`config.mk`:
```
export PLATFORM = sky130hd
export DESIGN_NAME = tx_output_ramp
export DESIGN_NICKNAME = d
export VERILOG_FILES = /design/src/rtl/tx_output_ramp.sv
export SDC_FILE = /design/constraint.sdc
export NUM_CORES = 2
export LEC_CHECK = 0
export ABC_CLOCK_PERIOD_IN_PS = 11400
export CELL_PAD_IN_SITES_DETAIL_PLACEMENT = 0
export CELL_PAD_IN_SITES_GLOBAL_PLACEMENT = 1
export CORE_MARGIN = 5
export CORE_UTILIZATION = 53
export CTS_CLUSTER_DIAMETER = 60
export DETAILED_ROUTE_END_ITERATION = 10
export HOLD_SLACK_MARGIN = 0.03
export PLACE_DENSITY = 0.9
export SLEW_MARGIN = 25
export SYNTH_ARGS = -nofsm -noshare
export SYNTH_HDL_FRONTEND = slang
export SYNTH_SLANG_ARGS = --single-unit
```
`constraint.sdc`:
```
create_clock -name clock -period 11.4 [get_ports clock]
set_clock_uncertainty 0.05 [all_clocks]
set_input_delay 2.28 -clock clock [delete_from_list [all_inputs] [get_ports clock]]
set_output_delay 2.28 -clock clock [all_outputs]
set_load 0.01 [all_outputs]
```
`src/rtl/tx_output_ramp.sv`:
```
// tx_output_ramp: gain ramp FSM plus a 2-stage per-lane gain multiplier; the peak detector exists only with TX_OUTPUT_RAMP_PEAK_EN.
// Until a nonzero ramp_step has been seen after reset, a zero ramp_step acts as RAMP_RESET_STEP.
module tx_output_ramp #(
  parameter int NUMBER_OF_LINE = 8,
  parameter logic [7:0] RAMP_RESET_STEP = 8'd1
) (
  input  logic                         clock,
  input  logic                         reset,
  input  logic                         tx_enable,
  input  logic [7:0]                   ramp_step,
  input  logic [16*NUMBER_OF_LINE-1:0] in_data,
  input  logic                         in_valid,
  output logic [16*NUMBER_OF_LINE-1:0] out_data,
  output logic                         out_valid,
  output logic [1:0]                   ramp_state,
  output logic [8:0]                   gain,
  input  logic                         peak_clear,
  output logic [15:0]                  peak_abs
);
  typedef enum logic [1:0] {MUTED = 2'd0, RAMP_UP = 2'd1, ACTIVE = 2'd2, RAMP_DOWN = 2'd3} state_t;
  state_t r_state;
  logic [8:0] r_gain;
  logic r_fresh;
  logic [7:0] w_step;
  logic [9:0] w_up;
  logic [8:0] w_next;
  always_comb begin
    w_step = (ramp_step == 8'd0 && r_fresh) ? RAMP_RESET_STEP : ramp_step;
    w_up = {1'b0, r_gain} + {2'b00, w_step};
    w_next = tx_enable ? (w_up > 10'd256 ? 9'd256 : w_up[8:0])
                       : (r_gain > {1'b0, w_step} ? r_gain - {1'b0, w_step} : 9'd0);
  end
  // Direction follows tx_enable in every state, so reversals continue from the current gain.
  always_ff @(posedge clock)
    if (reset) begin
      r_state <= MUTED;
      r_gain <= '0;
      r_fresh <= 1'b1;
    end else begin
      r_gain <= w_next;
      r_fresh <= r_fresh && ramp_step == 8'd0;
      r_state <= tx_enable ? (w_next == 9'd256 ? ACTIVE : RAMP_UP) : (w_next == 9'd0 ? MUTED : RAMP_DOWN);
    end
  logic signed [24:0] r_prod [NUMBER_OF_LINE];
  logic r_v1, r_ov;
  logic [16*NUMBER_OF_LINE-1:0] r_out;
  always_ff @(posedge clock)
    if (reset) begin
      r_v1 <= 1'b0;
      r_ov <= 1'b0;
      r_out <= '0;
      for (int k = 0; k < NUMBER_OF_LINE; k++) r_prod[k] <= '0;
    end else begin
      r_v1 <= in_valid;
      r_ov <= r_v1;
      for (int k = 0; k < NUMBER_OF_LINE; k++) begin
        if (in_valid) r_prod[k] <= $signed(in_data[16*k +: 16]) * $signed({1'b0, r_gain});
        if (r_v1) r_out[16*k +: 16] <= r_prod[k][23:8];
      end
    end
  // Product range is [-2^23, 2^23), so the sign bit duplicates bit 23 and the low byte is shifted out.
  logic w_unused_prod;
  always_comb begin
    w_unused_prod = 1'b0;
    for (int k = 0; k < NUMBER_OF_LINE; k++) w_unused_prod = w_unused_prod ^ (^{r_prod[k][24], r_prod[k][7:0]});
  end
  assign out_data = r_out;
  assign out_valid = r_ov;
  assign ramp_state = r_state;
  assign gain = r_gain;
`ifdef TX_OUTPUT_RAMP_PEAK_EN
  logic [15:0] r_peak, w_lmax, w_abs, w_lane;
  always_comb begin
    w_lmax = '0;
    w_abs = '0;
    w_lane = '0;
    for (int k = 0; k < NUMBER_OF_LINE; k++) begin
      w_lane = r_out[16*k +: 16];
      w_abs = w_lane == 16'h8000 ? 16'h7fff : (w_lane[15] ? ~w_lane + 16'd1 : w_lane);
      w_lmax = w_abs > w_lmax ? w_abs : w_lmax;
    end
  end
  always_ff @(posedge clock)
    if (reset) r_peak <= '0;
    else if (peak_clear) r_peak <= r_ov ? w_lmax : 16'd0;
    else if (r_ov && w_lmax > r_peak) r_peak <= w_lmax;
  assign peak_abs = r_peak;
`else
  logic w_unused_clr;
  assign w_unused_clr = peak_clear;
  assign peak_abs = 16'd0;
`endif
endmodule

```
# After elaboration in Yosys (flattened, before gate mapping)
# Memory sizes are Yosys's and may differ from the RTL's. A register that Yosys moved wholly into a read port is not among the register bits.
# Cells that the tools add are included.
[word_totals]
out_inout_bits = 156
memories = 1
regBits = 14
in_bits = 141
ramBits = 200
wordCells = 50
[classes]
add_sub_neg = 2
n_bitwise = 8
n_reduce_logical = 3
order_cmp = 2
n_eq_ne = 1
multipliers = 8
n_mux = 20
[mem_list]
columns = ["memory", "words", "word_bits", "read_ports", "rd_ports_with_merged_regs", "wr", "line", "rtl"]
rows = [
  ["r_prod", 8, 25, 8, 8, 8, "44", "logic signed [24:0] r_prod [NUMBER_OF_LINE];"],
]
[op_table]
columns = ["operator", "n"]
rows = [
  ["$mul A16 B10 Y25", 8],
  ["$mux W25", 8],
  ["$mux W9", 3],
  ["$add A9 B8 Y10", 1],
  ["$gt A10 B9 Y1 const B", 1],
  ["$eq A9 B9 Y1 const B", 1],
  ["$gt A9 B8 Y1", 1],
  ["$logic_not A9 Y1", 1],
  ["$sub A9 B8 Y9", 1],
  ["$logic_not A8 Y1", 1],
  ["$mux W8", 1],
  ["$or A1 B1 Y1", 8],
  ["$mux W2", 3],
  ["$mux W1", 5],
  ["$logic_and A1 B1 Y1", 1],
]

# Longest topological paths before layout
[logic_depth]
ltp_word = 10
ltp_mapped = 24
mapped_depth_nobuf = 21

# Worst setup path after synthesis
# OpenSTA, ideal clock, no wires.
[synth_timing]
path_kind = "input to register"
start = "input in_data[102]"
end = "memory r_prod[6][23] (netlist: r_prod[0][173]), data pin"
t_required_ns = 11.090
n_path_buf = 1
path_stages = 19
slack_ns = 3.748
arrival_time_ns = 7.342
setup_ns = 0.260
cell_sequence = "buf_1 -> nand2_1 -> fa_1 -> inv_1 -> fa_1 -> fa_1 -> fa_1 -> inv_1 -> fa_1 -> inv_1 -> ha_1 -> a21o_1 -> a21o_1 -> a2111o_1 -> and2_1 -> a31oi_1 -> o21ai_1 -> a41oi_1 -> mux2_2"
[synth_lines]
columns = ["item", "line", "rtl"]
rows = [
  ["start, declared", "11", "input logic [16*NUMBER_OF_LINE-1:0] in_data,"],
  ["end, declared", "44", ""],
]

==> metrics.txt <==
Startpoint Class primary input; CP Capture Point r_prod[0][173]; DP HPWL a little under 90,000 um; Area growth, synth to finish 9.81%; required time of the critical path approximately 12,000 ps; Top FF cell, synth dfxtp_1; power per cell area 208 mW/mm^2; Horiz. Die Dim 312 um; Critical Path AT 8400 ps; TritonCTS Buffers 40; post-synthesis sequential area ratio roughly 14%; TritonCTS clock tree yes; reg2reg start gain[4]; number of distinct library cells after synthesis 88; DR vias 34,000; Clock Latency Late Sink roughly 630 ps; fin crit period a little over 8000 ps; largest buffer count on any clock path 3; CP startpoint in_data[102]; Peak VDD IR between 0.0002 and 0.00025 V; mapped cell area between 0.04 and 0.05 mm^2; Port-buffer cells 279; Post-synth ARST share 0%; first-pass GRT wire length 193,000 um; cts repair resizes 0; Max-slew headroom 36.2%; path type of the worst min-delay path reg -> reg; CTS Hold Bufs 0; total grt overflow 0; Setup Fix Bufs, Post-CTS 0; FF-to-FF setup slack 4050 ps; Via density 5.20; Ys Warns 0; Fin. Hold Viols 0; vias in the first global route 37,700; max_cap viols 0; full die area 0.0974 mm^2; Initial DRC Count 1,549; Routed Antenna Nets 0; synthesized flop and latch total between 200 and 300; wire per inst between 15 and 20 um; gr usage total 24.1%; Static Leak 0.0275 uW; final WL 113,000 um; final-stage net count between 6,000 and 7,000; final setup fails 0; synthesized instance count approximately 5,200; Starting Density approximately 54%; Post-synth EDFFs approximately 130; cell row count 110; R2R cell count 20; fmax 0.124 GHz; CP endpoint kind flop; Worst Path Max Fanout 9; total I/O pin count 297; status finished clean; unrepaired setup endpoints after global routing no; Slew @ Worst Pin 957 ps; share of layout cells above drive strength 1 2.65%; DRC Markers 0; total core area between 0.09 and 0.1 mm^2; htree depth 2; crit share post-route 71.0%; First-pass DRT Iterations 8; Die H about 310 um; Setup Crit Path Kind in -> reg; Critical R2R Capture r_prod[0][48]; setup TNS 0 ps; fin. max-slew vios 0; Clock Tree Root clkbuf_16; final core occ 58.8%; antenna violations before repair 23; placer congestion estimate 0.850; clk slew on worst S/H paths approximately 50 ps; synthesized area per cell 9.22 um^2; CTS sink cnt 270; largest net degree at the start of global routing 88
## layer usage
| metal | part of all wire, % | vias to the layer above | GRT usage, % |
|---|---|---|---|
| li1 | - | 15800 | - |
| met5 | 0.035 | - | 0 |
| met4 | 2.9 | 6 | 7.35 |
| met1 | 43 | 17300 | 32.0 |
| met3 | 5.1 | 162 | 3.60 |
| met2 | 49 | 720 | 41.3 |
## layout make-up
| type | count | area, um^2 |
|---|---|---|
| Timing Repair Buffer | 303 | 2990 |
| Sequential cell | 270 | 6720 |
| Clock inverter | 24 | 267 |
| Tap cell | 1176 | 1470 |
| Inverter | 1146 | 4300 |
| Multi-Input combinational cell | 3561 | 36300 |
| Antenna cell | 13 | 32.5 |
| Fill cell | 7958 | 37200 |
| Clock buffer | 50 | 1060 |
## synthesized netlist by cell type, types with 4 or more instances
| cell | n | share of area, % |
|---|---|---|
| a31o_2 | 5 | 0.091 |
| a2111oi_0 | 6 | 0.11 |
| edfxtp_1 | 128 | 7.9 |
| o21ai_0 | 34 | 0.35 |
| o21ai_1 | 4 | 0.041 |
| ha_1 | 416 | 11 |
| nand2b_1 | 16 | 0.21 |
| mux2i_1 | 129 | 2.7 |
| nor4_1 | 5 | 0.065 |
| o21a_1 | 24 | 0.37 |
| xnor2_1 | 116 | 2.1 |
| nand2_1 | 643 | 5.0 |
| and2_1 | 529 | 6.8 |
| fa_1 | 914 | 38 |
| nor2_1 | 295 | 2.3 |
| o31a_1 | 5 | 0.091 |
| o211ai_1 | 8 | 0.12 |
| nor2b_1 | 25 | 0.32 |
| o22ai_1 | 4 | 0.052 |
| o31ai_1 | 7 | 0.11 |
| a211o_1 | 4 | 0.072 |
| a21oi_1 | 70 | 0.72 |
| clkbuf_1 | 169 | 1.3 |
| or3_1 | 12 | 0.16 |
| a21o_1 | 30 | 0.47 |
| a211oi_1 | 9 | 0.14 |
| buf_1 | 83 | 0.64 |
| inv_1 | 1145 | 8.9 |
| a31oi_1 | 17 | 0.22 |
| dfxtp_1 | 142 | 5.9 |
| o21bai_1 | 11 | 0.17 |
| or2_2 | 7 | 0.091 |
| nand4_1 | 12 | 0.16 |
| nand3_1 | 23 | 0.24 |
| and3_1 | 12 | 0.16 |
| nor3_1 | 28 | 0.29 |
| a311o_1 | 4 | 0.083 |
| xor2_1 | 53 | 0.96 |
| buf_4 | 17 | 0.26 |
| buf_2 | 6 | 0.062 |
| o2111ai_1 | 7 | 0.13 |
## sequential cells by signal (all words and copies together), names as in the netlist
register,count
r_fresh,1
gain,9
r_v1,1
out_data,128
r_prod,128
ramp_state,2
out_valid,1
## critical path, stage by stage
cell and delay [ps]:
clkdlybuf4s50_1 800, nand2_1 160, fa_1 580, inv_1 60, fa_1 560, fa_1 440, fa_1 490, inv_1 50
fa_1 470, inv_1 40, ha_1 340, a21o_1 180, a21o_1 200, a2111o_1 430, and2_1 170, a31oi_1 320
o21ai_1 210, a41oi_1 250, mux2_2 360
## per-stage QoR
stage / setup slack, ps / hold slack (ps) / cell area (um^2) / instances / power [uW]
6_report: 3300 / 424 / 53100 / 6543 / 11000
5_1_grt: 3120 / 455 / 53100 / 6540 / 12500
4_1_cts: 3370 / 436 / 53100 / 6530 / 11200
3_5_place_dp: 2740 / 422 / 51800 / 6456 / 9780
3_3_place_gp: 2800 / 410 / 51800 / 6456 / 9630
2_1_floorplan: 3750 / 407 / 48400 / 5259 / 7900
## where the power goes
group / switching, uW / internal, uW
clock: 534 / 709
sequential: 233 / 1390
combinational: 4630 / 3540
total: 5390 / 5640
## cells in the final DEF, fill, tap and decap left out, types with 7 or more instances in the layout
| cell | count |
|---|---|
| inv_1 | 1145 |
| clkbuf_16 | 40 |
| edfxtp_1 | 128 |
| a211oi_1 | 9 |
| o2111ai_1 | 7 |
| clkbuf_1 | 8 |
| fa_1 | 914 |
| mux2i_1 | 129 |
| a21oi_1 | 70 |
| ha_1 | 416 |
| and3_1 | 12 |
| nor2b_1 | 25 |
| nor2_1 | 295 |
| conb_1 | 16 |
| dfxtp_1 | 132 |
| nand2b_1 | 16 |
| a21o_1 | 30 |
| o31ai_1 | 7 |
| o21bai_1 | 11 |
| nor3_1 | 28 |
| and2_1 | 529 |
| or3_1 | 12 |
| clkdlybuf4s50_1 | 278 |
| diode_2 | 13 |
| o211ai_1 | 8 |
| dfxtp_4 | 10 |
| xor2_1 | 53 |
| nand4_1 | 12 |
| buf_4 | 23 |
| o21a_1 | 24 |
| xnor2_1 | 115 |
| a31oi_1 | 17 |
| o21ai_0 | 34 |
| nand3_1 | 23 |
| nand2_1 | 642 |
## cells by family (layout without fill, tap and decap cells)
| family | Yosys count | count (layout) | share of synthesized area, % |
|---|---|---|---|
| other | 1 | 29 | 0.00775 |
| buffers and inverters | 1428 | 1523 | 11.3 |
| adders and majority gates | 1330 | 1330 | 48.6 |
| DFF | 270 | 270 | 13.8 |
| AOI/OAI and AO/OA | 289 | 289 | 4.33 |
| muxes | 132 | 132 | 2.74 |
| and+or+nand+nor | 1625 | 1625 | 16.1 |
| xor gates and xnor gates | 169 | 169 | 3.06 |
## worst min path at each step
| stage | from | endpoint | cells past startpoint |
|---|---|---|---|
| 6_report | r_prod[0][86] | out_data[51] | 2 |
| 3_5_place_dp | r_prod[0][84] | out_data[49] | 2 |
| 5_1_grt | r_prod[0][71] | out_data[45] | 2 |
| 4_1_cts | r_prod[0][86] | out_data[51] | 2 |
| 3_3_place_gp | r_prod[0][89] | out_data[54] | 2 |
| 2_1_floorplan | r_prod[0][163] | out_data[101] | 2 |
(Power assumes the default switching activity.)
